`src/rtl/mda_motor_control_pwm_decode_pkg.sv`:
```
// mda_motor_control_pwm_decode_pkg: decoder FSM states and motor state encodings
package mda_motor_control_pwm_decode_pkg;
    typedef enum logic [1:0] {S_IDLE, S_MEASURE, S_STATIC} state_t;
    localparam logic [1:0] MOTOR_DRIFT = 2'd0;
    localparam logic [1:0] MOTOR_BRAKE = 2'd1;
    localparam logic [1:0] MOTOR_FWD   = 2'd2;
    localparam logic [1:0] MOTOR_REV   = 2'd3;
    function automatic logic [1:0] level_state(input logic on, input logic dir);
        return on ? (dir ? MOTOR_FWD : MOTOR_REV) : (dir ? MOTOR_BRAKE : MOTOR_DRIFT);
    endfunction
endpackage

```
`src/rtl/mda_sync2.sv`:
```
// mda_sync2: two-flop synchronizer with async active-high reset
module mda_sync2 #(
    parameter int WIDTH = 1
) (
    input  logic             clk,
    input  logic             reset,
    input  logic [WIDTH-1:0] i_d,
    output logic [WIDTH-1:0] o_q
);
    logic [WIDTH-1:0] r_meta;
    always_ff @(posedge clk or posedge reset) begin
        if (reset) begin
            r_meta <= '0;
            o_q    <= '0;
        end else begin
            r_meta <= i_d;
            o_q    <= r_meta;
        end
    end
endmodule

```
`src/rtl/mda_motor_control_pwm_decode.sv`:
```
// mda_motor_control_pwm_decode: recovers period, signed-about-50% duty and motor state
// from the H-bridge dir/on lines of one motor channel.
module mda_motor_control_pwm_decode
    import mda_motor_control_pwm_decode_pkg::*;
#(
    parameter int                       PERIOD_LENGTH = 16,
    parameter logic [PERIOD_LENGTH-1:0] TIMEOUT       = {PERIOD_LENGTH{1'b1}}
) (
    input  logic                     clk,
    input  logic                     reset,
    input  logic                     dir_in,
    input  logic                     on_in,
    output logic [PERIOD_LENGTH-1:0] period_out,
    output logic [PERIOD_LENGTH-1:0] duty_cycle_out,
    output logic [1:0]               motor_state,
    output logic                     valid,
    output logic                     update,
    output logic                     timeout_flag
);
    localparam int W = PERIOD_LENGTH;

    logic [1:0]   w_sync;
    logic         w_on_s, w_dir_s, w_rise, w_tmo;
    logic         r_on_d, r_dir_lat;
    state_t       r_state;
    logic [W-1:0] r_per_cnt, r_on_cnt;
    logic [W-1:0] w_per_inc, w_on_inc, w_p, w_h, w_k;
    logic [W-1:0] w_fwd_duty, w_rev_duty, w_lvl_duty;
    logic [W:0]   w_sum;
    logic [1:0]   w_lvl_state;

    mda_sync2 #(.WIDTH(2)) u_sync (
        .clk   (clk),
        .reset (reset),
        .i_d   ({dir_in, on_in}),
        .o_q   (w_sync)
    );

    assign w_on_s      = w_sync[0];
    assign w_dir_s     = w_sync[1];
    assign w_rise      = w_on_s & ~r_on_d;
    assign w_tmo       = r_per_cnt == TIMEOUT;
    assign w_per_inc   = r_per_cnt + W'(~&r_per_cnt);
    assign w_on_inc    = r_on_cnt + W'(~&r_on_cnt);
    // Duty is H offset by half the on-time: forward adds, reverse subtracts.
    assign w_p         = r_per_cnt - W'(1);
    assign w_h         = w_p >> 1;
    assign w_k         = r_on_cnt >> 1;
    assign w_sum       = {1'b0, w_h} + {1'b0, w_k};
    assign w_fwd_duty  = (w_sum > {1'b0, w_p}) ? w_p : w_sum[W-1:0];
    assign w_rev_duty  = (w_h > w_k) ? w_h - w_k : '0;
    assign w_lvl_state = level_state(w_on_s, w_dir_s);
    assign w_lvl_duty  = w_on_s ? (w_dir_s ? period_out : '0) : period_out >> 1;

    always_ff @(posedge clk or posedge reset) begin
        if (reset) begin
            r_on_d         <= 1'b0;
            r_dir_lat      <= 1'b0;
            r_state        <= S_IDLE;
            r_per_cnt      <= '0;
            r_on_cnt       <= '0;
            period_out     <= '0;
            duty_cycle_out <= '0;
            motor_state    <= MOTOR_DRIFT;
            valid          <= 1'b0;
            update         <= 1'b0;
            timeout_flag   <= 1'b0;
        end else begin
            r_on_d    <= w_on_s;
            update    <= 1'b0;
            r_per_cnt <= w_per_inc;
            r_on_cnt  <= w_on_s ? w_on_inc : r_on_cnt;
            if (w_rise) begin
                r_per_cnt    <= W'(1);
                r_on_cnt     <= W'(1);
                r_dir_lat    <= w_dir_s;
                r_state      <= S_MEASURE;
                timeout_flag <= 1'b0;
                if (r_state == S_MEASURE) begin
                    period_out     <= w_p;
                    duty_cycle_out <= r_dir_lat ? w_fwd_duty : w_rev_duty;
                    motor_state    <= r_dir_lat ? MOTOR_FWD : MOTOR_REV;
                    update         <= 1'b1;
                    valid          <= 1'b1;
                end
            end else if (r_state != S_STATIC && w_tmo) begin
                r_state        <= S_STATIC;
                timeout_flag   <= 1'b1;
                valid          <= 1'b1;
                update         <= 1'b1;
                motor_state    <= w_lvl_state;
                duty_cycle_out <= w_lvl_duty;
            end else if (r_state == S_STATIC && w_lvl_state != motor_state) begin
                update         <= 1'b1;
                motor_state    <= w_lvl_state;
                duty_cycle_out <= w_lvl_duty;
            end
        end
    end
endmodule

```
`config.mk`:
```
export PLATFORM = sky130hd
export DESIGN_NAME = mda_motor_control_pwm_decode
export DESIGN_NICKNAME = d
export VERILOG_FILES = /design/src/rtl/mda_motor_control_pwm_decode_pkg.sv /design/src/rtl/mda_sync2.sv /design/src/rtl/mda_motor_control_pwm_decode.sv
export SDC_FILE = /design/constraint.sdc
export NUM_CORES = 1
export LEC_CHECK = 0
export CAP_MARGIN = 20
export CORE_ASPECT_RATIO = 2
export CORE_MARGIN = 3
export CORE_UTILIZATION = 65
export DETAILED_ROUTE_END_ITERATION = 6
export GPL_ROUTABILITY_DRIVEN = 0
export HOLD_SLACK_MARGIN = 0.15
export PLACE_DENSITY = 0.87
export SLEW_MARGIN = 20
export SYNTH_ARGS = -nofsm -noshare
export SYNTH_HDL_FRONTEND = slang
export SYNTH_SLANG_ARGS = --single-unit
export TNS_END_PERCENT = 5
```
`constraint.sdc`:
```
create_clock -name clk -period 8.4 [get_ports clk]
set_clock_uncertainty 0.15 [all_clocks]
set_input_delay 2.52 -clock clk [delete_from_list [all_inputs] [get_ports clk]]
set_output_delay 2.52 -clock clk [all_outputs]
set_load 0.01 [all_outputs]
```
* Word-level counts from Yosys, hierarchy flattened
Index checks and enable logic that the tools add are counted.
Cells by class: add/sub/neg operators 5, magnitude comparators 2, equal/unequal tests 6, mux-type cells 30, bitwise operators 2, reduce and logical (&&, ||, !) cells 12
Operator list (count):
- 2-to-1 mux 16 bit | 12
- adder 16 x 1 -> 16 bit | 2
- AND reduction 16 bit | 2
- adder 15 x 15 -> 16 bit | 1
- == test 16 bit (second input constant) | 1
- > comparator 16 bit | 1
- subtractor 15 x 15 -> 16 bit | 1
- subtractor 16 x 1 -> 16 bit (second input constant) | 1
- > comparator 15 bit | 1
- 2-to-1 mux 2 bit | 7
- 2-to-1 mux 1 bit | 11
- AND reduction 2 bit | 3
- nonzero test 2 bit | 2
- nonzero test 3 bit | 1
- == test 2 x 1 -> 1 bit (second input constant) | 1
- == test 2 bit (second input constant) | 1
- logical AND 1 bit | 2
- zero test 1 bit | 2
- inequality test 2 x 1 -> 1 bit (second input constant) | 1
- inequality test 2 bit | 1
- inequality test 2 bit (second input constant) | 1
- bitwise AND 1 bit | 1
- NOT 1 bit | 1
Storage, ports and cells: flip-flop bits (word level) 77, output and inout bits 37, logic and storage cells 70

* Logic depth before layout (Yosys ltp)
depth after elaboration 7, mapped depth 25, gate-level depth less buffers 24

* Cells and area by module
Synthesis repeated with hierarchy kept, for this count alone.
Second synthesis, totals: cells, all modules 678, area, all modules 5764.3 µm²
By module, submodules not included:
- mda_motor_control_pwm_decode | times used 1, cells each 673, area an instance 5660.4 µm², seq. area each 1801.7 µm²
- mda_sync2 | times used 1, cells each 5, area an instance 103.8 µm², seq. area each 100.1 µm²

* Worst setup path before layout
OpenSTA, ideal clock, no wires.
path type reg2reg, start point register r_per_cnt[0], end point register duty_cycle_out[4], setup time 0.136 ns, arrival 5.145 ns, required time 8.114 ns, path slack 2.969 ns, cell stages (with the launch flop) 24, cells stage by stage dfrtp_1 > inv_1 > ha_1 > nand2_1 > or4_1 > nor2_1 > xnor2_1 > inv_1 > ha_1 > nor2b_1 > nor4_1 > a22oi_1 > a221o_1 > a221oi_2 > o31ai_1 > xnor2_1 > ha_1 > nand4_1 > a2111oi_0 > nor3b_2 > nor2_4 > mux2_1 > a222oi_1 > a31oi_1
On the way: elaborated cells between the ends (all ways) 15
RTL lines:
- start: declaration | RTL line mda_motor_control_pwm_decode.sv:26 | logic [W-1:0] r_per_cnt, r_on_cnt;
- start signal: assignment | RTL line mda_motor_control_pwm_decode.sv:71 | r_per_cnt <= w_per_inc;
- subtractor 16 x 1 -> 16 bit | RTL line mda_motor_control_pwm_decode.sv:46 | assign w_p = r_per_cnt - W'(1);
- named net w_p[0] | RTL line mda_motor_control_pwm_decode.sv:27 | logic [W-1:0] w_per_inc, w_on_inc, w_p, w_h, w_k;
- > comparator 16 bit | RTL line mda_motor_control_pwm_decode.sv:50 | assign w_fwd_duty = (w_sum > {1'b0, w_p}) ? w_p : w_sum[W-1:0];
- 2-to-1 mux 16 bit | RTL line mda_motor_control_pwm_decode.sv:50
- 2-to-1 mux 16 bit | RTL line mda_motor_control_pwm_decode.sv:81 | duty_cycle_out <= r_dir_lat ? w_fwd_duty : w_rev_duty;
- 2-to-1 mux 16 bit | RTL line mda_motor_control_pwm_decode.sv:79 | if (r_state == S_MEASURE) begin
- 2-to-1 mux 16 bit | RTL line mda_motor_control_pwm_decode.sv:73 | if (w_rise) begin
- end signal: assignment | RTL line mda_motor_control_pwm_decode.sv:81
- end signal: assignment | RTL line mda_motor_control_pwm_decode.sv:92 | duty_cycle_out <= w_lvl_duty;
- end signal: assignment | RTL line mda_motor_control_pwm_decode.sv:96 | duty_cycle_out <= w_lvl_duty;
- end: declaration | RTL line mda_motor_control_pwm_decode.sv:14 | output logic [PERIOD_LENGTH-1:0] duty_cycle_out,
The timed path passes the listed nets, and every way through them passes these cells. The select of a mux whose other input is x is not followed. A chain may end at the register's enable or synchronous reset.

* Worst setup path after layout
Same ends and word-level chain as after synthesis.

==> run metrics <==
Finished Layout Cells roughly 800; max-cap violations 0; hold wc startpoint u_sync.r_meta[1]; dpl hpwl about 12000 um; I/O pins between 40 and 50; Post-synth EDFFs 0; initial antenna violation count 0; dominant cell type by area after synthesis dfrtp_1; outcome finished clean; worst r2r src r_per_cnt[0]; Die Ht 140.4 um; CTS buffer count 9; most used cell, CP ha_1; crit-path max FO 28; share of layout cells above drive strength 1 5.981%; wire length of the first global-routing pass ~26000 um; clk sinks 76; area of the die 0.01028 mm^2; max-slew violations 0; Max Freq 144.9 MHz; CP startpoint kind flip-flop; critical path arrival roughly 7 ns; Worst Hold Class flip-flop to flip-flop; # rows 48; final hold viol count 0; Core Box Area about 0.0087 mm^2; root buffer cell clkbuf_16; initial core utilization 67.46%; dominant synthesized flop cell dfrtp_1; PD cells 346.3 mW/mm^2; Critical Path RT about 8.5 ns; Synth cell types between 70 and 80; Ys Warns 0; Post-Synthesis Cells 689; CTS tree built; asr flop ratio synth 100.0%; Slew @ Worst Pin just under 1 ns; initial DRC count between 500 and 600; Max Buffers Root-to-Sink 2; fin crit share ~82%; CP max stage delay between 0.5 and 0.6 ns; cell leakage power between 2 and 3 nW; Final min period slightly below 7 ns; nets@finish between 700 and 800; Syn Area/Cell around 8.5 um^2; overall power 0.002265 W; count leader, synth dfrtp_1; cts hold-fix bufs 0; Post-synth top cells dfrtp_1, nor2_1, nand2_1; Peak supply drop roughly 180 uV; Clock Latency Late Sink roughly 0.34 ns; Critical Path End Type flip-flop; top-area cell type share of the netlist area 32.37%; postcts setup bufs 0; DRT Pass-1 Iters 7; Hold Path Depth 0; vias per cell 6.639; slowest cell on the critical path a2111oi_0; WS Path Type flip-flop to flip-flop; Mapped Area between 0.005 and 0.006 mm^2; vias between 5k and 6k; remaining antenna violation count 0; PortBufs 40; clock slew at reported path FFs 0.06 ns; Reg2Reg Depth 23; vias in the first global route between 5k and 6k; routed len/inst around 19 um; top post-synthesis cells by area dfrtp_1, ha_1, xnor2_1; # resized after CTS 0; largest net degree at the start of global routing 77; syn nets between 700 and 800; CP Launch Point r_per_cnt[0]; H-tree depth 3; Total GRT Usage between 30% and 40%; final setup violating endpoints 0; CP Cell Sequence inv_1, ha_1, nand2_1, or4_1, nor2_1, xnor2_1, inv_1, ha_1, nor2b_1, nor2_1, a22oi_1, a221o_1, a221oi_2, o31ai_1, xnor2_1, ha_1, nand4_1, a2111oi_0, nor3b_2, nor2_4, mux2_1, a222oi_1, a31oi_1; setup TNS 0 ns; unrepaired setup endpoints after global routing false; n_diodes 0; Slew Limit Headroom ~34%; synthesis-to-finish area growth 11.31%; Congestion Overflow GR 0; Die W 73.22 um; placed cell count between 800 and 900; Routed WL 15760 um; post-synthesis sequential area ratio around a third; Yosys reg bits 76; # DRC 0
-- final cells by class --
cell class,count,area (um^2)
sequential,76,1902
fill,621,2170
clock buffer,9,225.2
tap,100,125.1
multi-input combinational,524,3570
inverter,60,226.5
clock inverter,7,67.56
timing repair buffer,43,422.9
-- critical path, delay by kind of cell (launching register included) --
| family | cells | cell delay (ns) |
|---|---|---|
| mux | 1 | 0.40 |
| flops | 1 | 0.47 |
| buf+inv | 2 | 0.27 |
| xor+xnor | 2 | 0.37 |
| fa+ha+maj | 3 | 0.88 |
| simple gates | 8 | 2.04 |
| compound gates | 7 | 2.19 |
-- through the flow --
| step | setup slack [ns] | utilization, % | hold WS (ns) | cell area (um^2) |
|---|---|---|---|---|
| global placement | 2.336 | 71.72 | 0.1845 | 6246 |
| global route | 1.105 | 75.09 | 0.2108 | 6539 |
| finish | 1.500 | 75.09 | 0.2016 | 6539 |
| CTS | 1.639 | 75.09 | 0.2060 | 6539 |
| detailed placement | 1.743 | 71.72 | 0.1926 | 6246 |
| floorplan | 2.969 | - | 0.1812 | 5874 |
-- path summary, 6_finish.rpt --
| check | end | slack, ns |
|---|---|---|
| max reg2reg | duty_cycle_out[4] | 1.50 |
| max | duty_cycle_out[4] | 1.50 |
| min | u_sync.o_q[1] | 0.20 |
| max in group asynchronous | r_on_cnt[11] | 4.83 |
| min reg2reg | u_sync.o_q[1] | 0.20 |
| min in group asynchronous | period_out[2] | 2.65 |
-- state kept, by name, summed over array words and instances, names as in the netlist --
signal and flops:
r_on_cnt 16, r_on_d 1, r_dir_lat 1, r_state 1, valid 1, u_sync.o_q 2, motor_state 2, u_sync.r_meta 2
update 1, r_per_cnt 16, timeout_flag 1, period_out 16, duty_cycle_out 16
-- layout by cell type (no fill, tap or decap), types with 9 or more instances in the layout --
| cell type | instances |
|---|---|
| clkdlybuf4s50_1 | 40 |
| nor3_1 | 12 |
| inv_1 | 57 |
| clkbuf_16 | 9 |
| nand4_1 | 12 |
| a31oi_1 | 9 |
| o211ai_1 | 10 |
| ha_1 | 52 |
| xor2_1 | 17 |
| nor2_1 | 67 |
| nand2b_1 | 10 |
| nand3_1 | 20 |
| nand2_1 | 63 |
| a21oi_1 | 41 |
| o21ai_0 | 44 |
| xnor2_1 | 40 |
| nor2b_1 | 9 |
| dfrtp_1 | 76 |
| or3_1 | 9 |
-- layer usage --
| layer | vias to the layer above | track usage, % | routed length, um |
|---|---|---|---|
| met3 | 84 | 6.394 | 934 |
| met5 | - | 0 | 0 |
| met4 | 0 | 22.67 | 1222 |
| li1 | 2482 | - | - |
| met2 | 293 | 54.56 | 8020 |
| met1 | 2578 | 34.71 | 5586 |
-- cell families (layout without fill, tap and decap cells) --
logic type      after synthesis  count (layout)  synth area share, %
simple gates                240             240                20.47
compound gates              167             167                18.83
buf+inv                      89             119                6.986
flops                        76              76                32.37
xor+xnor                     57              57                8.498
fa+ha+maj                    54              54                11.76
mux                           6               6                1.086
-- power breakdown --
part | switching [W] | internal (W) | leakage [nW]
Sequential | 0.0000727 | 0.000436 | 0.973
Combinational | 0.000810 | 0.000564 | 1.75
Clock | 0.000153 | 0.000228 | 0.137
Total | 0.00104 | 0.00123 | 2.86
No activity file was read; power rests on OpenSTA's default activity.
